[src/rtl/internal_framebuffer_stream_loader_pkg.sv]
// rtl/internal_framebuffer_stream_loader_pkg.sv - shared loader/memset state encodings and scissor test
package internal_framebuffer_stream_loader_pkg;

  typedef enum logic [1:0] {
    FB_IDLE  = 2'd0,
    FB_LOAD  = 2'd1,
    FB_DRAIN = 2'd2
  } fb_state_e;

  // Coordinates are zero-extended to this width before comparison so the
  // x+i pixel offset within a beat cannot wrap.
  localparam int COORD_W = 16;

  // Half-open window test: start <= coord < end on both axes.
  function automatic logic scissor_inside(
    input logic [COORD_W-1:0] x,
    input logic [COORD_W-1:0] y,
    input logic [COORD_W-1:0] start_x,
    input logic [COORD_W-1:0] start_y,
    input logic [COORD_W-1:0] end_x,
    input logic [COORD_W-1:0] end_y
  );
    return (x >= start_x) && (x < end_x) && (y >= start_y) && (y < end_y);
  endfunction

endpackage

[src/rtl/internal_framebuffer_stream_loader_if.sv]
// rtl/internal_framebuffer_stream_loader_if.sv - pixel stream handshake into the framebuffer loader
interface internal_framebuffer_stream_loader_if #(
  parameter int STREAM_WIDTH = 64
);
  logic                    s_axis_tvalid;
  logic                    s_axis_tready;
  logic                    s_axis_tlast;
  logic [STREAM_WIDTH-1:0] s_axis_tdata;

  modport master (
    output s_axis_tvalid,
    output s_axis_tlast,
    output s_axis_tdata,
    input  s_axis_tready
  );

  modport slave (
    input  s_axis_tvalid,
    input  s_axis_tlast,
    input  s_axis_tdata,
    output s_axis_tready
  );
endinterface

[src/rtl/internal_framebuffer_stream_loader_scissor.sv]
// rtl/internal_framebuffer_stream_loader_scissor.sv - per-beat sub-pixel write mask (scissor clipping under RIX_FB_LOAD_SCISSOR_EN)
module internal_framebuffer_stream_loader_scissor
  import internal_framebuffer_stream_loader_pkg::*;
#(
  parameter int NUMBER_OF_PIXELS_PER_BEAT = 2,
  parameter int NUMBER_OF_SUB_PIXELS      = 4,
`ifdef RIX_FB_LOAD_SCISSOR_EN
  parameter int X_BIT_WIDTH               = 11,
  parameter int Y_BIT_WIDTH               = 11,
`endif
  localparam int MASK_WIDTH = NUMBER_OF_PIXELS_PER_BEAT * NUMBER_OF_SUB_PIXELS
) (
  input  logic [NUMBER_OF_SUB_PIXELS-1:0] conf_mask,
`ifdef RIX_FB_LOAD_SCISSOR_EN
  input  logic                            scissor_en,
  input  logic [X_BIT_WIDTH-1:0]          x,
  input  logic [Y_BIT_WIDTH-1:0]          y,
  input  logic [X_BIT_WIDTH-1:0]          start_x,
  input  logic [Y_BIT_WIDTH-1:0]          start_y,
  input  logic [X_BIT_WIDTH-1:0]          end_x,
  input  logic [Y_BIT_WIDTH-1:0]          end_y,
`endif
  output logic [MASK_WIDTH-1:0]           beat_mask
);

  // Replicate the sub-pixel enable per pixel, dropping pixels outside the window
  always_comb begin
    beat_mask = '0;
    for (int i = 0; i < NUMBER_OF_PIXELS_PER_BEAT; i++) begin
`ifdef RIX_FB_LOAD_SCISSOR_EN
      if (!scissor_en ||
          scissor_inside(COORD_W'(x) + COORD_W'(i), COORD_W'(y),
                         COORD_W'(start_x), COORD_W'(start_y),
                         COORD_W'(end_x), COORD_W'(end_y))) begin
        beat_mask[i*NUMBER_OF_SUB_PIXELS +: NUMBER_OF_SUB_PIXELS] = conf_mask;
      end
`else
      beat_mask[i*NUMBER_OF_SUB_PIXELS +: NUMBER_OF_SUB_PIXELS] = conf_mask;
`endif
    end
  end

endmodule

[src/rtl/internal_framebuffer_stream_loader.sv]
// rtl/internal_framebuffer_stream_loader.sv - streams pixel beats into framebuffer RAM; scissor clipping under RIX_FB_LOAD_SCISSOR_EN
module internal_framebuffer_stream_loader
  import internal_framebuffer_stream_loader_pkg::*;
#(
  parameter int NUMBER_OF_PIXELS_PER_BEAT    = 2,
  parameter int NUMBER_OF_SUB_PIXELS         = 4,
  parameter int SUB_PIXEL_WIDTH              = 8,
  parameter int X_BIT_WIDTH                  = 11,
  parameter int Y_BIT_WIDTH                  = 11,
  parameter int FRAMEBUFFER_SIZE_IN_PIXEL_LG = 18,
  parameter int FB_SIZE_IN_PIXEL_LG          = 20,
  localparam int PIXEL_WIDTH    = NUMBER_OF_SUB_PIXELS * SUB_PIXEL_WIDTH,
  localparam int STREAM_WIDTH   = NUMBER_OF_PIXELS_PER_BEAT * PIXEL_WIDTH,
  localparam int MEM_WIDTH      = STREAM_WIDTH,
  localparam int MEM_MASK_WIDTH = NUMBER_OF_PIXELS_PER_BEAT * NUMBER_OF_SUB_PIXELS,
  localparam int BEAT_LG        = $clog2(NUMBER_OF_PIXELS_PER_BEAT),
  localparam int MEM_ADDR_WIDTH = FRAMEBUFFER_SIZE_IN_PIXEL_LG - BEAT_LG
) (
  input  logic                            aclk,
  input  logic                            resetn,
  input  logic                            confEnableScissor,
  input  logic [X_BIT_WIDTH-1:0]          confScissorStartX,
  input  logic [Y_BIT_WIDTH-1:0]          confScissorStartY,
  input  logic [X_BIT_WIDTH-1:0]          confScissorEndX,
  input  logic [Y_BIT_WIDTH-1:0]          confScissorEndY,
  input  logic [Y_BIT_WIDTH-1:0]          confYOffset,
  input  logic [X_BIT_WIDTH-1:0]          confXResolution,
  input  logic [Y_BIT_WIDTH-1:0]          confYResolution,
  input  logic [NUMBER_OF_SUB_PIXELS-1:0] confMask,
  output logic [MEM_WIDTH-1:0]            writeDataPort,
  output logic                            writeEnablePort,
  output logic [MEM_ADDR_WIDTH-1:0]       writeAddrPort,
  output logic [MEM_MASK_WIDTH-1:0]       writeMaskPort,
  input  logic                            apply,
  output logic                            applied,
  input  logic                            cmdLoad,
  input  logic [FB_SIZE_IN_PIXEL_LG-1:0]  cmdSize,
  output logic                            loadError,
  internal_framebuffer_stream_loader_if.slave s_axis
);

  fb_state_e                   state_q, state_d;
  logic                        applied_q, applied_d;
  logic                        tready_q, tready_d;
  logic                        load_error_q, load_error_d;
  logic [MEM_ADDR_WIDTH-1:0]   index_q, index_d;
  logic [MEM_ADDR_WIDTH-1:0]   size_q, size_d;
  logic                        wr_en_q, wr_en_d;
  logic [MEM_ADDR_WIDTH-1:0]   wr_addr_q, wr_addr_d;
  logic [STREAM_WIDTH-1:0]     wr_data_q, wr_data_d;
  logic [MEM_MASK_WIDTH-1:0]   wr_mask_q, wr_mask_d;
  logic [MEM_MASK_WIDTH-1:0]   beat_mask;
  logic [MEM_ADDR_WIDTH-1:0]   cmd_beats;
  logic                        beat_ok;
  logic                        final_beat;
`ifdef RIX_FB_LOAD_SCISSOR_EN
  logic [X_BIT_WIDTH-1:0]      x_q, x_d;
  logic [Y_BIT_WIDTH-1:0]      y_q, y_d;
`endif

  // Sub-beat pixel counts are dropped; a full-RAM size truncates to 0 and is a no-op.
  assign cmd_beats  = cmdSize[BEAT_LG +: MEM_ADDR_WIDTH];
  assign beat_ok    = s_axis.s_axis_tvalid && tready_q;
  assign final_beat = (index_q + MEM_ADDR_WIDTH'(1)) == size_q;

  internal_framebuffer_stream_loader_scissor #(
    .NUMBER_OF_PIXELS_PER_BEAT (NUMBER_OF_PIXELS_PER_BEAT),
    .NUMBER_OF_SUB_PIXELS      (NUMBER_OF_SUB_PIXELS)
`ifdef RIX_FB_LOAD_SCISSOR_EN
   ,.X_BIT_WIDTH               (X_BIT_WIDTH),
    .Y_BIT_WIDTH               (Y_BIT_WIDTH)
`endif
  ) u_mask_gen (
    .conf_mask  (confMask),
`ifdef RIX_FB_LOAD_SCISSOR_EN
    .scissor_en (confEnableScissor),
    .x          (x_q),
    .y          (y_q),
    .start_x    (confScissorStartX),
    .start_y    (confScissorStartY),
    .end_x      (confScissorEndX),
    .end_y      (confScissorEndY),
`endif
    .beat_mask  (beat_mask)
  );

  // Command acceptance, beat accounting and next-state selection
  always_comb begin
    state_d      = state_q;
    applied_d    = applied_q;
    load_error_d = load_error_q;
    index_d      = index_q;
    size_d       = size_q;
    wr_en_d      = 1'b0;
    wr_addr_d    = wr_addr_q;
    wr_data_d    = wr_data_q;
    wr_mask_d    = wr_mask_q;
`ifdef RIX_FB_LOAD_SCISSOR_EN
    x_d          = x_q;
    y_d          = y_q;
`endif
    case (state_q)
      FB_IDLE: begin
        index_d = '0;
        size_d  = cmd_beats;
`ifdef RIX_FB_LOAD_SCISSOR_EN
        // Rows are filled top-down, starting at the last row of the tile.
        x_d     = '0;
        y_d     = confYOffset + confYResolution - Y_BIT_WIDTH'(1);
`endif
        if (apply && cmdLoad) begin
          applied_d    = 1'b0;
          load_error_d = 1'b0;
          state_d      = (cmd_beats == '0) ? FB_IDLE : FB_LOAD;
        end else if (!apply) begin
          applied_d = 1'b1;
        end
      end
      FB_LOAD: begin
        if (beat_ok) begin
          wr_en_d   = 1'b1;
          wr_addr_d = index_q;
          wr_data_d = s_axis.s_axis_tdata;
          wr_mask_d = beat_mask;
          index_d   = index_q + MEM_ADDR_WIDTH'(1);
`ifdef RIX_FB_LOAD_SCISSOR_EN
          if (x_q + X_BIT_WIDTH'(NUMBER_OF_PIXELS_PER_BEAT) == confXResolution) begin
            x_d = '0;
            y_d = y_q - Y_BIT_WIDTH'(1);
          end else begin
            x_d = x_q + X_BIT_WIDTH'(NUMBER_OF_PIXELS_PER_BEAT);
          end
`endif
          if (s_axis.s_axis_tlast) begin
            // Early tlast keeps what was written and flags the short stream.
            state_d = FB_IDLE;
            if (!final_beat) begin
              load_error_d = 1'b1;
            end
          end else if (final_beat) begin
            // Stream is longer than the command; swallow the rest.
            load_error_d = 1'b1;
            state_d      = FB_DRAIN;
          end
        end
      end
      FB_DRAIN: begin
        if (beat_ok && s_axis.s_axis_tlast) begin
          state_d = FB_IDLE;
        end
      end
      default: state_d = FB_IDLE;
    endcase
    tready_d = (state_d != FB_IDLE);
  end

  // Control and write-port registers with asynchronous abort
  always_ff @(posedge aclk or negedge resetn) begin
    if (!resetn) begin
      state_q      <= FB_IDLE;
      applied_q    <= 1'b1;
      tready_q     <= 1'b0;
      load_error_q <= 1'b0;
      index_q      <= '0;
      size_q       <= '0;
      wr_en_q      <= 1'b0;
      wr_addr_q    <= '0;
      wr_data_q    <= '0;
      wr_mask_q    <= '0;
    end else begin
      state_q      <= state_d;
      applied_q    <= applied_d;
      tready_q     <= tready_d;
      load_error_q <= load_error_d;
      index_q      <= index_d;
      size_q       <= size_d;
      wr_en_q      <= wr_en_d;
      wr_addr_q    <= wr_addr_d;
      wr_data_q    <= wr_data_d;
      wr_mask_q    <= wr_mask_d;
    end
  end

`ifdef RIX_FB_LOAD_SCISSOR_EN
  // Raster position of the next beat's first pixel
  always_ff @(posedge aclk or negedge resetn) begin
    if (!resetn) begin
      x_q <= '0;
      y_q <= '0;
    end else begin
      x_q <= x_d;
      y_q <= y_d;
    end
  end
`endif

  assign writeEnablePort      = wr_en_q;
  assign writeAddrPort        = wr_addr_q;
  assign writeDataPort        = wr_data_q;
  assign writeMaskPort        = wr_mask_q;
  assign applied              = applied_q;
  assign loadError            = load_error_q;
  assign s_axis.s_axis_tready = tready_q;

  // Sub-beat and out-of-range size bits, and scissor settings in the plain build, are ignored.
  logic unused_ok;
`ifdef RIX_FB_LOAD_SCISSOR_EN
  assign unused_ok = ^cmdSize;
`else
  assign unused_ok = ^{cmdSize, confEnableScissor, confScissorStartX, confScissorStartY,
                       confScissorEndX, confScissorEndY, confYOffset, confXResolution,
                       confYResolution};
`endif

endmodule

[src/flat_wrapper.sv]
// flat-port wrapper written by rule: the top's interface ports become plain ports
module internal_framebuffer_stream_loader_flat import internal_framebuffer_stream_loader_pkg::*;
#(
  parameter int NUMBER_OF_PIXELS_PER_BEAT    = 2,
  parameter int NUMBER_OF_SUB_PIXELS         = 4,
  parameter int SUB_PIXEL_WIDTH              = 8,
  parameter int X_BIT_WIDTH                  = 11,
  parameter int Y_BIT_WIDTH                  = 11,
  parameter int FRAMEBUFFER_SIZE_IN_PIXEL_LG = 18,
  parameter int FB_SIZE_IN_PIXEL_LG          = 20,
  localparam int PIXEL_WIDTH    = NUMBER_OF_SUB_PIXELS * SUB_PIXEL_WIDTH,
  localparam int STREAM_WIDTH   = NUMBER_OF_PIXELS_PER_BEAT * PIXEL_WIDTH,
  localparam int MEM_WIDTH      = STREAM_WIDTH,
  localparam int MEM_MASK_WIDTH = NUMBER_OF_PIXELS_PER_BEAT * NUMBER_OF_SUB_PIXELS,
  localparam int BEAT_LG        = $clog2(NUMBER_OF_PIXELS_PER_BEAT),
  localparam int MEM_ADDR_WIDTH = FRAMEBUFFER_SIZE_IN_PIXEL_LG - BEAT_LG
)
  (aclk, resetn, confEnableScissor, confScissorStartX, confScissorStartY, confScissorEndX, confScissorEndY, confYOffset, confXResolution, confYResolution, confMask, writeDataPort, writeEnablePort, writeAddrPort, writeMaskPort, apply, applied, cmdLoad, cmdSize, loadError, s_axis_s_axis_tvalid, s_axis_s_axis_tlast, s_axis_s_axis_tdata, s_axis_s_axis_tready);
  internal_framebuffer_stream_loader_if #(.STREAM_WIDTH((64))) s_axis_i ();
  input  logic aclk;
  input  logic resetn;
  input  logic confEnableScissor;
  input  logic [X_BIT_WIDTH-1:0] confScissorStartX;
  input  logic [Y_BIT_WIDTH-1:0] confScissorStartY;
  input  logic [X_BIT_WIDTH-1:0] confScissorEndX;
  input  logic [Y_BIT_WIDTH-1:0] confScissorEndY;
  input  logic [Y_BIT_WIDTH-1:0] confYOffset;
  input  logic [X_BIT_WIDTH-1:0] confXResolution;
  input  logic [Y_BIT_WIDTH-1:0] confYResolution;
  input  logic [NUMBER_OF_SUB_PIXELS-1:0] confMask;
  output logic [MEM_WIDTH-1:0] writeDataPort;
  output logic writeEnablePort;
  output logic [MEM_ADDR_WIDTH-1:0] writeAddrPort;
  output logic [MEM_MASK_WIDTH-1:0] writeMaskPort;
  input  logic apply;
  output logic applied;
  input  logic cmdLoad;
  input  logic [FB_SIZE_IN_PIXEL_LG-1:0] cmdSize;
  output logic loadError;
  input wire logic [$bits(s_axis_i.s_axis_tvalid)-1:0] s_axis_s_axis_tvalid;
  input wire logic [$bits(s_axis_i.s_axis_tlast)-1:0] s_axis_s_axis_tlast;
  input wire logic [$bits(s_axis_i.s_axis_tdata)-1:0] s_axis_s_axis_tdata;
  output wire logic [$bits(s_axis_i.s_axis_tready)-1:0] s_axis_s_axis_tready;
  assign s_axis_i.s_axis_tvalid = s_axis_s_axis_tvalid;
  assign s_axis_i.s_axis_tlast = s_axis_s_axis_tlast;
  assign s_axis_i.s_axis_tdata = s_axis_s_axis_tdata;
  assign s_axis_s_axis_tready = s_axis_i.s_axis_tready;
  internal_framebuffer_stream_loader #(.NUMBER_OF_PIXELS_PER_BEAT(NUMBER_OF_PIXELS_PER_BEAT), .NUMBER_OF_SUB_PIXELS(NUMBER_OF_SUB_PIXELS), .SUB_PIXEL_WIDTH(SUB_PIXEL_WIDTH), .X_BIT_WIDTH(X_BIT_WIDTH), .Y_BIT_WIDTH(Y_BIT_WIDTH), .FRAMEBUFFER_SIZE_IN_PIXEL_LG(FRAMEBUFFER_SIZE_IN_PIXEL_LG), .FB_SIZE_IN_PIXEL_LG(FB_SIZE_IN_PIXEL_LG)) u_core (.aclk(aclk), .resetn(resetn), .confEnableScissor(confEnableScissor), .confScissorStartX(confScissorStartX), .confScissorStartY(confScissorStartY), .confScissorEndX(confScissorEndX), .confScissorEndY(confScissorEndY), .confYOffset(confYOffset), .confXResolution(confXResolution), .confYResolution(confYResolution), .confMask(confMask), .writeDataPort(writeDataPort), .writeEnablePort(writeEnablePort), .writeAddrPort(writeAddrPort), .writeMaskPort(writeMaskPort), .apply(apply), .applied(applied), .cmdLoad(cmdLoad), .cmdSize(cmdSize), .loadError(loadError), .s_axis(s_axis_i));
endmodule
[config.mk]
export PLATFORM = sky130hd
export DESIGN_NAME = internal_framebuffer_stream_loader_flat
export DESIGN_NICKNAME = d
export VERILOG_FILES = /design/src/rtl/internal_framebuffer_stream_loader_pkg.sv /design/src/rtl/internal_framebuffer_stream_loader_if.sv /design/src/rtl/internal_framebuffer_stream_loader_scissor.sv /design/src/rtl/internal_framebuffer_stream_loader.sv /design/src/flat_wrapper.sv
export SDC_FILE = /design/constraint.sdc
export NUM_CORES = 1
export LEC_CHECK = 0
export BUFFER_PORTS_ARGS = -buffer_cell sky130_fd_sc_hd__buf_2
export CAP_MARGIN = 10
export CELL_PAD_IN_SITES_DETAIL_PLACEMENT = 1
export CELL_PAD_IN_SITES_GLOBAL_PLACEMENT = 2
export CORE_MARGIN = 4
export CORE_UTILIZATION = 27
export CTS_BUF_LIST = sky130_fd_sc_hd__clkbuf_8
export DETAILED_ROUTE_END_ITERATION = 10
export GPL_TIMING_DRIVEN = 0
export PLACE_DENSITY = 0.89
export SLEW_MARGIN = 20
export SYNTH_ARGS = -nofsm -noshare
export SYNTH_HDL_FRONTEND = slang
export SYNTH_SLANG_ARGS = --single-unit
[constraint.sdc]
create_clock -name aclk -period 3.2 [get_ports aclk]
set_input_delay 0.64 -clock aclk [delete_from_list [all_inputs] [get_ports aclk]]
set_output_delay 0.64 -clock aclk [all_outputs]
set_load 0.005 [all_outputs]
Word-level counts from Yosys, hierarchy flattened
Cells that the tools add are included.

Add/sub/neg operators: 1. Equality and inequality tests: 8. Muxes and demuxes: 19. Reduce and logical (&&, ||, !) cells: 11.

Operator list (count): one-hot mux 17 bit (2 select lines) (1); adder 17 x 1 -> 17 bit (second input constant) (1); equality test 17 bit (1); zero test 17 bit (1); 2-to-1 mux 17 bit (1); 2-to-1 mux 1 bit (10); 2-to-1 mux 2 bit (5); != test 2 x 1 -> 1 bit (second input constant) (3); one-hot mux 2 bit (3 select lines) (1); AND reduction 2 bit (3); AND reduction 5 bit (1); nonzero test 2 bit (2); logical AND 1 bit (3); != test 3 x 2 -> 1 bit (second input constant) (1); != test 3 bit (second input constant) (1); equality test 2 x 1 -> 1 bit (second input constant) (1); equality test 2 bit (second input constant) (1); zero test 2 bit (1); one-hot mux 1 bit (2 select lines) (1).

Bits in registers: 129. Input port bits: 172. Output and inout bits: 93. Logic and storage cells: 49.

Longest topological paths before layout
Gate-level depths: netlist of run 1.

Depth after elaboration: 7. Gate-level depth with buffers: 9. Depth with buffers taken out: 8.

Cells and area by module
A second synthesis of run 1 with hierarchy kept.

Cell total of the unflattened synthesis: 630. Area, all modules: 5769.3 um^2.

Modules (own cells, without submodules): internal_framebuffer_stream_loader (instances 1, cells each 622, area each 5709.2 um^2, seq. area each 3229.3 um^2); internal_framebuffer_stream_loader_scissor (instances 1, cells each 8, area each 60.1 um^2, seq. area each 0.0 um^2).

Worst setup path after synthesis of run 1
OpenSTA, ideal clock, no wires.

Kind: register -> register. Start: register u_core.index_q[1]. End: register u_core.state_q[0]. Setup time: 0.149 ns. Arrival: 2.235 ns. Required time: 3.051 ns. Slack: 0.816 ns. Cell stages (with the launch flop): 10. Path buffers: 1. Clock period less this slack: 2.384 ns. Cell sequence: dfrtp_1 > ha_1 > and3_1 > buf_6 > a32oi_1 > o311ai_0 > or4_1 > nor4_2 > and2b_1 > o311ai_1.

Cells in the longest elaborated chain, start to end: 6.

RTL lines: start: declaration (line internal_framebuffer_stream_loader.sv:46) `logic [MEM_ADDR_WIDTH-1:0] index_q, index_d;`; start signal: assignment (line internal_framebuffer_stream_loader.sv:175) `index_q <= index_d;`; adder 17 x 1 -> 17 bit (line internal_framebuffer_stream_loader.sv:64) `assign final_beat = (index_q + MEM_ADDR_WIDTH'(1)) == size_q;`; equality test 17 bit (line internal_framebuffer_stream_loader.sv:64); 2-to-1 mux 2 bit (line internal_framebuffer_stream_loader.sv:140) `end else if (final_beat) begin`; 2-to-1 mux 2 bit (line internal_framebuffer_stream_loader.sv:134) `if (s_axis.s_axis_tlast) begin`; 2-to-1 mux 2 bit (line internal_framebuffer_stream_loader.sv:120) `if (beat_ok) begin`; one-hot mux 2 bit (3 select lines) (line internal_framebuffer_stream_loader.sv:102) `case (state_q)`; net u_core.state_d[0] (line internal_framebuffer_stream_loader.sv:42) `fb_state_e state_q, state_d;`; end signal: assignment (line internal_framebuffer_stream_loader.sv:171) `state_q <= state_d;`; end: declaration (line internal_framebuffer_stream_loader.sv:42).

The timed path passes the listed nets, and every way through them passes these cells. A chain may end at the register's enable or synchronous reset.

Worst setup path in the final report of run 1
Ends and elaborated chain as after synthesis.

==> results.md, run 1 <==
* Status: complete, no violations
* Post-route ant nets at 0
* Top_reg_cell synth: dfrtp_1
* Register Area at 0.003129 mm^2
* Count of final setup violators at 0
* Hold Fails Final Rpt at 0
* Yosys cell types at 57
* Routability cong. at 0.8126
* Fill count at 2516
* Number of global-route vias before repair at 5440
* Area grow syn2layout at 31.14%
* #FFs+latches synth at 125
* Leakage power total at 3.813 nW
* Footprint of the multi-input gates at 0.002295 mm^2
* Period utilisation layout at 0.9063
* Worst slew pin tran at 733.7 ps
* Drt pass-1 iters at 4
* Slew Limit Fails at 0
* Die H at 152.6 um
* Worst Setup SP: u_core.index_q[1]
* PortBufs at 183
* First-pass GRT wire length at 29110 um
* Reg2Reg Depth at 8
* Register area share after synthesis at 0.5539
* # IOs at 265
* CTS Buffer Depth at 2
* Max_cap viols at 0
* Post-CTS Setup Inserts at 0
* Total GRT Usage at 0.1537
* CTS tree: built
* R2R Path Start: u_core.index_q[1]
* Initial DRC count at 161
* Hold WS at 68.14 ps
* Fmax at 0.3448 GHz
* Post-Route WL at 17750 um
* Post-route clock skew at 15.41 ps
* Clock sink total at 125
* CTS Buf Count at 17
* Die area at 0.02330 mm^2
* Gr ovfl total at 0
* HP Class: in2async
* CP required at 3500 ps
* CTS clk-pin slew, worst paths at 80 ps
* Synth Cell Area at 0.005649 mm^2
* PwrDens at 848.0 mW/mm^2
* Core Rows at 52
* Layout cell share with drive strength beyond 1 at 0.3082
* Ant. Diodes at 0
* Clock Tree Root: clkbuf_8
* VDD IR max at 0.3487 mV
* Unrepaired setup endpoints after global routing: no
* Via count at 5103
* YS warnings at 0
* # nets final at 997
* Maximum fanout along the worst path at 8
* Post-Syn Area per Cell at 9.097 um^2
* Initial antenna violation count at 0
* Setup TNS at 0 ps
* Total power at 6.283 mW
* Initial core utilization at 0.2765
* Post-synth EDFFs at 0
* Syn Inst Count at 621
* Synth Net Count at 794
* R2R Setup Slk at 300 ps
* Routed wire per std cell at 16.04 um
* CP endpoint kind: flip-flop
* Pin count of the biggest net entering global routing at 86
* Fin util at 0.3626
* Critical path arrival at 3200 ps
* Number of vias per cell at 4.610
* HPWL Detailed at 12880 um
* Core area at 0.02043 mm^2
* WS Path Type: reg2reg
* Die width at 152.6 um
* Worst setup SP type: flip-flop
* Clk Latency, worst-skew pair at 440 ps
* Min Tclk post-route at 2900 ps
* H-tree Lvls at 4
* Ys async rst share at 1.000
* RR Endpoint: u_core.state_q[0]
* DRC Markers at 0
* Slew headroom at 0.5109
-- routing by layer --
layer	wire, um	part of all wire	track usage	vias to the layer above
met1	7837	0.44	0.1952	2492
met5	0	0	0	-
li1	-	-	-	2454
met3	1295	0.073	0.05254	15
met4	257	0.014	0.04667	0
met2	8364	0.47	0.2485	142
-- cells by family after synthesis --
group,after synthesis,share of synthesized area
and+or+nand+nor,342,0.2585
DFF,125,0.5539
AOI/OAI and AO/OA,66,0.07664
buffers and inverters,50,0.04319
muxes,20,0.03920
xor gates and xnor gates,17,0.02636
adders and majority gates,1,0.002214
-- worst max-delay path, stage by stage (launching register included) --
cell,delay (ps)
dfrtp_1,520
ha_1,380
nand3_2,250
and3_1,260
a2111oi_1,490
nand4_1,180
nor4_2,390
and2b_1,200
o311ai_1,90
-- state kept, by name, indices dropped and copies added, names as in the netlist --
register                     flops
u_core.writeDataPort            64
u_core.index_q                  17
u_core.size_q                   17
u_core.writeAddrPort            17
u_core.writeMaskPort             4
u_core.state_q                   2
u_core.applied                   1
u_core.loadError                 1
u_core.s_axis.s_axis_tready      1
u_core.writeEnablePort           1
-- layout by cell type, fill, tap and decap left out, drive strengths merged, types with 2 or more instances in the layout --
cell type / count
a211o: 2
a21oi: 6
a31oi: 2
and2: 5
and3: 6
and4: 2
buf: 200
bufinv: 4
clkbuf: 46
clkinv: 5
clkinvlp: 3
dfrtp: 124
inv: 8
mux2: 17
mux2i: 3
nand2: 261
nand2b: 4
nand3: 12
nand4: 9
nor2: 20
nor2b: 2
nor3: 3
nor4: 10
nor4b: 2
o211ai: 2
o21ai: 30
o311ai: 3
o31ai: 8
o41ai: 3
or3: 2
or4: 2
xnor2: 8
xor2: 9
-- area by class of cell --
class	instances	area share
Timing Repair Buffer	184	0.1287
Sequential cell	125	0.4224
Multi-Input combinational cell	446	0.3097
Tap cell	270	0.04560
Buffer	43	0.02939
Clock inverter	13	0.02533
Clock buffer	19	0.03530
Inverter	7	0.003547
-- through the flow --
stage	std cells	worst slack (ps)	cell area, um^2
after floorplan	621	816.4	5649
after global placement	1074	-392.4	6903
after detailed placement	1075	180.4	6940
after CTS	1107	163.7	7390
after global routing	1107	76.85	7408
final	1107	299.9	7408
-- Yosys cell counts (2+ instances only) --
cell	count	area (um^2)
nand4_1	8	50.05
and3_1	6	37.54
dfrtp_1	124	3103
nand3_1	12	60.06
a31oi_1	2	12.51
nor3_1	3	15.01
buf_4	6	45.04
nor2b_1	2	12.51
or3_1	2	12.51
inv_1	7	26.28
buf_1	5	18.77
o41ai_1	3	26.28
nor4b_1	2	17.52
o211ai_1	2	15.01
nand2b_1	3	18.77
o21ai_0	30	150.1
nand2_1	261	979.7
and2_1	3	18.77
mux2i_1	3	30.03
a21oi_1	6	30.03
nor2_1	20	75.07
clkbuf_1	25	93.84
clkbuf_2	2	10.01
a211o_1	2	17.52
mux2_2	17	191.4
o31ai_1	8	60.06
xnor2_1	8	70.07
xor2_1	9	78.83
nor4_1	9	56.30
buf_6	4	45.04
-- worst max-delay path by stage --
stage / slack [ps] / depth (start not counted) / end
6_report: 300 / 8 / u_core.state_q[0]
3_3_place_gp: -390 / 1 / u_core.writeDataPort[45]
2_1_floorplan: 820 / 9 / u_core.state_q[0]
4_1_cts: 160 / 8 / u_core.state_q[0]
5_1_grt: 80 / 8 / u_core.state_q[0]
3_5_place_dp: 180 / 8 / u_core.state_q[0]
-- where the power goes --
group / internal (mW) / switching [mW]
clock network: 0.894 / 0.686
logic: 0.944 / 1.22
registers: 2.16 / 0.386
total: 3.99 / 2.29
-- what timing repair did --
item	in CTS	in global routing
hold buffers	0	0
endpoints found under the setup margin	0	3
gates resized for setup	0	4
endpoints found under the hold margin	0	0
No activity file was read; power rests on OpenSTA's default activity.
==> inputs of run 2 (changes only) <==
Settings changed: SETUP_SLACK_MARGIN set to 0.4.
==> run 2 against run 1 <==
  * Core utilization rose by 0.27 points
  * Wire length rose by 0.47%
  * Die area did not move
  * Fmax rose by 10%
  * Setup slack improved by 270 ps
  * Final cell count rose by 0.18%
  * Count of clock-buffer cells in the layout did not move
  * Hold slack got worse by 3.8 ps
==> results.md, run 2 (synthesis gave the netlist of run 1 again) <==
* CP required at 3500 ps (about the same)
* Worst Path Buf+Inv at 1 (was 0)
* Die H at 152.6 um (unchanged)
* CTS Buffer Depth at 2 (unchanged)
* Slew headroom at 0.5012 (was 0.5109)
* Crit-path cells: ha_2 > and3_1 > buf_6 > a32oi_1 > o311ai_0 > or4_1 > nor4_4 > and2b_1 > o311ai_1 (was ha_1 > nand3_2 > and3_1 > a2111oi_1 > nand4_1 > nor4_2 > and2b_1 > o311ai_1)
* Worst path max stage delay at 490 ps (was 520 ps)
* DRC Markers at 0 (unchanged)
* Reg2Reg Depth at 9 (was 8)
* R2R Setup Slk at 570 ps (was 300 ps)
* Period utilisation layout at 0.8226 (was 0.9063)
* Status: complete, no violations (unchanged)
* PortBufs at 183 (unchanged)
* # IOs at 265 (unchanged)
* Die area at 0.02330 mm^2 (unchanged)
* Die width at 152.6 um (unchanged)
* CP endpoint kind: flip-flop (unchanged)
* CTS Buf Count at 17 (unchanged)
* Critical path arrival at 2930 ps (was 3200 ps)
* Total GRT Usage at 0.1540 (was 0.1537)
* Ant. Diodes at 0 (unchanged)
* Fin util at 0.3653 (was 0.3626)
* Post-route ant nets at 0 (unchanged)
* Core Rows at 52 (unchanged)
* Initial antenna violation count at 0 (unchanged)
* Area grow syn2layout at 32.12% (was 31.14%)
* Number of global-route vias before repair at 5454 (was 5440)
* # nets final at 999 (was 997)
* Setup TNS at 0 ps (unchanged)
* Routed wire per std cell at 16.08 um (was 16.04 um)
* Clock Tree Root: clkbuf_8 (unchanged)
* Most frequent cells in the layout: 261 x nand2_1, 183 x buf_2, 123 x dfrtp_1, 30 x o21ai_0, 25 x clkbuf_1 (was 261 x nand2_1, 183 x buf_2, 124 x dfrtp_1, 30 x o21ai_0, 25 x clkbuf_1)
* Post-Route WL at 17840 um (was 17750 um)
* Initial core utilization at 0.2765 (unchanged)
* Count of final setup violators at 0 (unchanged)
* Post-route clock skew at 13.90 ps (was 15.41 ps)
* Most common cell after layout, fill and taps aside: nand2_1 (unchanged)
* Slowest CP cell: or4_1 (was dfrtp_1)
* Core area at 0.02043 mm^2 (unchanged)
* First-pass GRT wire length at 29170 um (was 29110 um)
* Hold Fails Final Rpt at 0 (unchanged)
* VDD IR max at 0.3487 mV (about the same)
* CTS tree: built (unchanged)
* Leakage power total at 3.846 nW (was 3.813 nW)
* Critical Path Stages at 9 (was 8)
* Clk Latency, worst-skew pair at 440 ps (about the same)
* PwrDens at 845.0 mW/mm^2 (was 848.0 mW/mm^2)
* Delay-heaviest family, CP: simple AND/OR/NAND/NOR gates (unchanged)
* Hold WS at 64.36 ps (was 68.14 ps)
* Maximum fanout along the worst path at 7 (was 8)
* Layout cell share with drive strength beyond 1 at 0.3147 (was 0.3082)
* Final WS setup at 567.6 ps (was 299.9 ps)
* Pin count of the biggest net entering global routing at 86 (unchanged)
* Drt pass-1 iters at 4 (unchanged)
* Fmax at 0.3799 GHz (was 0.3448 GHz)
* H-tree Lvls at 4 (unchanged)
* HP Class: in2async (unchanged)
* Worst slew pin tran at 748.2 ps (was 733.7 ps)
* HPWL Detailed at 12880 um (unchanged)
* Number of vias per cell at 4.624 (was 4.610)
* Via count at 5128 (was 5103)
* Max_cap viols at 0 (unchanged)
* Clock sink total at 125 (unchanged)
* Min Tclk post-route at 2632 ps (was 2900 ps)
* Slew Limit Fails at 0 (unchanged)
* CTS clk-pin slew, worst paths at 80 ps (about the same)
* Initial DRC count at 182 (was 161)
* Worst slack at placement at 180.4 ps (unchanged)
* Unrepaired setup endpoints after global routing: no (unchanged)
* Gr ovfl total at 0 (unchanged)
* Routability cong. at 0.8126 (unchanged)
* Worst setup SP type: flip-flop (unchanged)
* Max FFs per register at 64 (unchanged)
* WS Path Type: reg2reg (unchanged)
[run 2: repair_timing]
item / in CTS / in global routing
hold buffers: 0 / 0
endpoints found under the setup margin: 3 / 3
buffers inserted: 0 / 2
resized for setup: 4 / 7
pin swaps: 0 / 1
[run 2: metal layers]
metal,share of wire,vias to the layer above,GRT usage
li1,-,2461,-
met1,0.44,2505,0.1950
met2,0.47,147,0.2499
met3,0.074,15,0.05254
met4,0.012,0,0.04667
met5,0,-,0
[run 2: worst register-to-register path: stages, from the launching register on]
cell and delay [ps]:
dfrtp_2 480, ha_2 260, and3_1 180, buf_6 130, a32oi_1 180, o311ai_0 130
or4_1 490, nor4_4 360, and2b_1 190, o311ai_1 90
[run 2: cell type report]
cell class	count	area [um^2]
repair buffers	186	968.4
plain buffers	43	217.7
fillers	2510	12970
inverters	7	26.28
well taps	270	337.8
multi-input cells	446	2333
clock inverters	13	187.7
flip-flops and latches	125	3131
clock buffers	19	261.5
[run 2: final timing paths]
path,from,end
worst min register to register,u_core.writeDataPort[63],u_core.writeDataPort[63]
max in group asynchronous,resetn,u_core.writeDataPort[1]
min in group aclk,apply,u_core.applied
worst max register to register,u_core.index_q[1],u_core.state_q[0]
worst min-delay path,resetn,u_core.index_q[0]
worst max-delay path,u_core.index_q[1],u_core.state_q[0]
[run 2: where the power goes]
part | switching, mW | total, mW | internal, mW
Clock | 0.689 | 1.58 | 0.893
Combinational | 1.23 | 2.18 | 0.950
Sequential | 0.388 | 2.54 | 2.16
Total | 2.31 | 6.31 | 4.00
[run 2: through the flow]
step / total power [mW] / std cells / area, um^2
after global placement: 4.710 / 1074 / 6903
after detailed placement: 4.789 / 1075 / 6940
after floorplan: 3.727 / 621 / 5649
after CTS: 6.421 / 1107 / 7405
final: 6.306 / 1109 / 7463
after global routing: 6.826 / 1109 / 7463
==> inputs of run 3 (changes only) <==
Settings changed: ABC_AREA set to 1, CORE_UTILIZATION 27 to 23, PLACE_DENSITY 0.89 to 0.84.
Clock period 3.2 ns to 2.3 ns, I/O delays scaled along.
==> run 3 against run 2 <==
  * Sequential power rose by 33%
  * Clock skew fell by 1.2 ps
  * Die area rose by 15%
  * Design area rose by 2.1%
  * First-iteration DRC count rose by 19%
  * Wire length rose by 6.7%
  * Hold slack improved by 150 ps
  * Power rose by 30%
  * Critical path type unchanged
  * Highest routed layer unchanged
==> results.md, run 3 <==
* # nets final at 1086 (was 999)
* Max FFs per register at 64 (unchanged)
* Yosys cell types at 28 (was 57)
* Critical path arrival at 2480 ps (was 2930 ps)
* # IOs at 265 (unchanged)
* Die H at 164.0 um (was 152.6 um)
* Slew headroom at 0.4070 (was 0.5012)
* Ant. Diodes at 0 (unchanged)
* Delay-heaviest family, CP: simple AND/OR/NAND/NOR gates (unchanged)
* P_int at 5.010 mW (was 4.000 mW)
* Initial core utilization at 0.2364 (was 0.2765)
* CTS clk-pin slew, worst paths at 90 ps (was 80 ps)
* Ys async rst share at 1.000 (unchanged)
* Logic pwr share at 0.357 (was 0.346)
* Area grow syn2layout at 36.13% (was 32.12%)
* Routability cong. at 0.7994 (was 0.8126)
* CTS Buffer Depth at 2 (unchanged)
* CP required at 2630 ps (was 3500 ps)
* Post-route ant nets at 0 (unchanged)
* Post-Syn Area per Cell at 8.045 um^2 (was 9.097 um^2)
* Synth top area share at 0.5542 (was 0.5493)
* Gr ovfl total at 0 (unchanged)
* H-tree Lvls at 4 (unchanged)
* #FFs+latches synth at 125 (unchanged)
* Period utilisation layout at 0.9331 (was 0.8226)
* Clock Tree Root: clkbuf_8 (unchanged)
* P_sw at 3.162 mW (was 2.307 mW)
* Core Rows at 56 (was 52)
* Worst setup SP type: flip-flop (unchanged)
* Post-Route WL at 19030 um (was 17840 um)
* Top_reg_cell synth: dfrtp_1 (unchanged)
* Final Cell Area at 0.007622 mm^2 (was 0.007463 mm^2)
* Initial DRC count at 216 (was 182)
* Hold WS at 210.9 ps (was 64.36 ps)
* Syn Inst Count at 696 (was 621)
* DRC Markers at 0 (unchanged)
* Leakage power total at 4.074 nW (was 3.846 nW)
* CP endpoint kind: flip-flop (unchanged)
* Slowest CP cell: dfrtp_1 (was or4_1)
* Via count at 5346 (was 5128)
* Clk Latency, worst-skew pair at 440 ps (about the same)
* YS warnings at 0 (unchanged)
* VDD IR max at 0.3642 mV (was 0.3487 mV)
* Fmax at 0.4660 GHz (was 0.3799 GHz)
* Initial antenna violation count at 0 (unchanged)
* First-pass GRT wire length at 30140 um (was 29170 um)
* Synth Cell Area at 0.005599 mm^2 (was 0.005649 mm^2)
* CTS tree: built (unchanged)
* Number of global-route vias before repair at 5657 (was 5454)
* Most instantiated library cell after synthesis: nand2_1 (unchanged)
* Slew Limit Fails at 0 (unchanged)
* Die width at 164.0 um (was 152.6 um)
* Switching Share at 0.3869 (was 0.3658)
* Fill count at 2985 (was 2510)
* Number of vias per cell at 4.294 (was 4.624)
* Yosys top cell by area: dfrtp_1 (unchanged)
* Worst Path Buf+Inv at 2 (was 1)
* Register Area at 0.003133 mm^2 (was 0.003131 mm^2)
* HPWL Detailed at 13990 um (was 12880 um)
* Post-synth EDFFs at 0 (unchanged)
* Unrepaired setup endpoints after global routing: yes (was no)
* CTS Buf Count at 17 (unchanged)
* Routed wire per std cell at 15.28 um (was 16.08 um)
* Core area at 0.02368 mm^2 (was 0.02043 mm^2)
* Synth Net Count at 869 (was 794)
* Worst slew pin tran at 881.4 ps (was 748.2 ps)
* Post-route clock skew at 12.74 ps (was 13.90 ps)
* Max_cap viols at 0 (unchanged)
* HP Class: in2reg (was in2async)
* Most common cell after layout, fill and taps aside: nand2_1 (unchanged)
* Synth top cells by count: 326 x nand2_1, 124 x dfrtp_1, 51 x inv_1 (was 261 x nand2_1, 124 x dfrtp_1, 30 x o21ai_0)
* Area contributors post-synth: dfrtp_1 55%, nand2_1 22%, nand3_1 4.2%, o21ai_0 4.2%, inv_1 3.4% (was dfrtp_1 55%, nand2_1 17%, mux2_2 3.4%, o21ai_0 2.7%, clkbuf_1 1.7%)
* Worst path max stage delay at 430 ps (was 490 ps)
* PortBufs at 183 (unchanged)
* Setup TNS at 0 ps (unchanged)
* Maximum fanout along the worst path at 4 (was 7)
* Footprint of the multi-input gates at 0.002292 mm^2 (was 0.002333 mm^2)
* Register area share after synthesis at 0.5589 (was 0.5539)
* Pin count of the biggest net entering global routing at 74 (was 86)
* Layout cell share with drive strength beyond 1 at 0.3283 (was 0.3147)
* Clock sink total at 125 (unchanged)
* Crit-path cells: ha_4 > nand2_4 > nor2_8 > buf_6 > buf_4 > nand3_4 > nand2_1 > nand3_1 > nand2_2 > nor2_2 > nand3_2 > nor2_4 > nand2_2 > a21oi_4 > nand2_1 (was ha_2 > and3_1 > buf_6 > a32oi_1 > o311ai_0 > or4_1 > nor4_4 > and2b_1 > o311ai_1)
* Area after DPL at 0.006952 mm^2 (was 0.006940 mm^2)
* Total GRT Usage at 0.1447 (was 0.1540)
* WS Path Type: reg2reg (unchanged)
* Drt pass-1 iters at 4 (unchanged)
* Clock Power Share at 0.228 (was 0.251)
* Die area at 0.02690 mm^2 (was 0.02330 mm^2)
* Count of final setup violators at 0 (unchanged)
* Status: complete, no violations (unchanged)
* Min Tclk post-route at 2146 ps (was 2632 ps)
* Hold Fails Final Rpt at 0 (unchanged)
* Fin util at 0.3219 (was 0.3653)
* Sequential power share at 0.415 (was 0.404)
* Worst slack at placement at -92.67 ps (was 180.4 ps)
* Final WS setup at 153.9 ps (was 567.6 ps)
* Most frequent cells in the layout: 316 x nand2_1, 183 x buf_2, 121 x dfrtp_1, 50 x inv_1, 47 x o21ai_0 (was 261 x nand2_1, 183 x buf_2, 123 x dfrtp_1, 30 x o21ai_0, 25 x clkbuf_1)
* PwrDens at 1072 mW/mm^2 (was 845.0 mW/mm^2)
[run 3: changes by cell type after synthesis, sizes merged, moves of 15 or more]
| cell | change |
|---|---|
| nand3 | +37 |
| nand2 | +72 |
| inv | +46 |
| nor2 | +15 |
| mux2 | -17 |
| o21ai | +18 |
[run 3: routing by layer]
layer,part of all wire,vias up,GRT usage
li1,-,2605,-
met1,0.42,2572,0.1754
met2,0.48,144,0.2377
met3,0.079,25,0.05571
met4,0.018,0,0.04651
met5,0,-,0
[run 3: timing repair]
item                       4_1_cts  5_1_grt
buffers inserted                 8        5
hold buffers                     1        0
setup endpoints to repair       90       65
hold endpoints to repair        51        0
pin swaps                        9       20
gates resized for setup         28       47
[run 3: cell families (layout without fill, tap and decap cells)]
| group | after synthesis | in the layout | synth area share |
|---|---|---|---|
| flops | 125 | 125 | 0.5589 |
| xor+xnor | 2 | 2 | 0.005587 |
| fa+ha+maj | 1 | 1 | 0.002234 |
| buf+inv | 81 | 311 | 0.05698 |
| simple gates | 430 | 430 | 0.3225 |
| compound gates | 57 | 57 | 0.05386 |
[run 3: metrics by stage]
| step | std cells | total power, mW |
|---|---|---|
| global route | 1245 | 8.920 |
| global placement | 1198 | 6.189 |
| finish | 1245 | 8.173 |
| floorplan | 696 | 4.826 |
| CTS | 1240 | 8.281 |
| detailed placement | 1199 | 6.279 |
[run 3: worst register-to-register path: cells and delay by family, from the launching register on]
kind	cells	cell delay [ps]
simple gates	11	1010
flops	1	430
buf+inv	2	280
fa+ha+maj	1	200
compound gates	1	140
[run 3: path summary, 6_finish.rpt]
check	slack, ps	start	cells past startpoint	to
worst max-delay path	150	u_core.index_q[0]	15	u_core.s_axis.s_axis_tready
worst min-delay path	210	s_axis_s_axis_tdata[41]	3	u_core.writeDataPort[41]
worst max register to register	150	u_core.index_q[0]	15	u_core.s_axis.s_axis_tready
worst min register to register	470	u_core.writeDataPort[27]	2	u_core.writeDataPort[27]
max in group asynchronous	1020	resetn	3	u_core.index_q[4]
min in group asynchronous	540	resetn	2	u_core.writeDataPort[20]
[run 3: final cells by class]
cell class                 instances  share of cell area
inverter                          53             0.02643
tap                              319             0.05236
clock buffer                      18             0.03250
sequential                       125              0.4110
clock inverter                    14             0.01609
timing repair buffer             198              0.1422
buffer                            28             0.01871
multi-input combinational        490              0.3007
[run 3: power by group through the flow]
stage                     registers (mW)  clock network [mW]  logic, mW
after detailed placement            3.43                   0       2.85
final                               3.39                1.86       2.91
after global routing                3.51                2.05       3.36
after CTS                           3.40                1.95       2.92
after global placement              3.41                   0       2.78
after floorplan                     3.45                   0       1.38
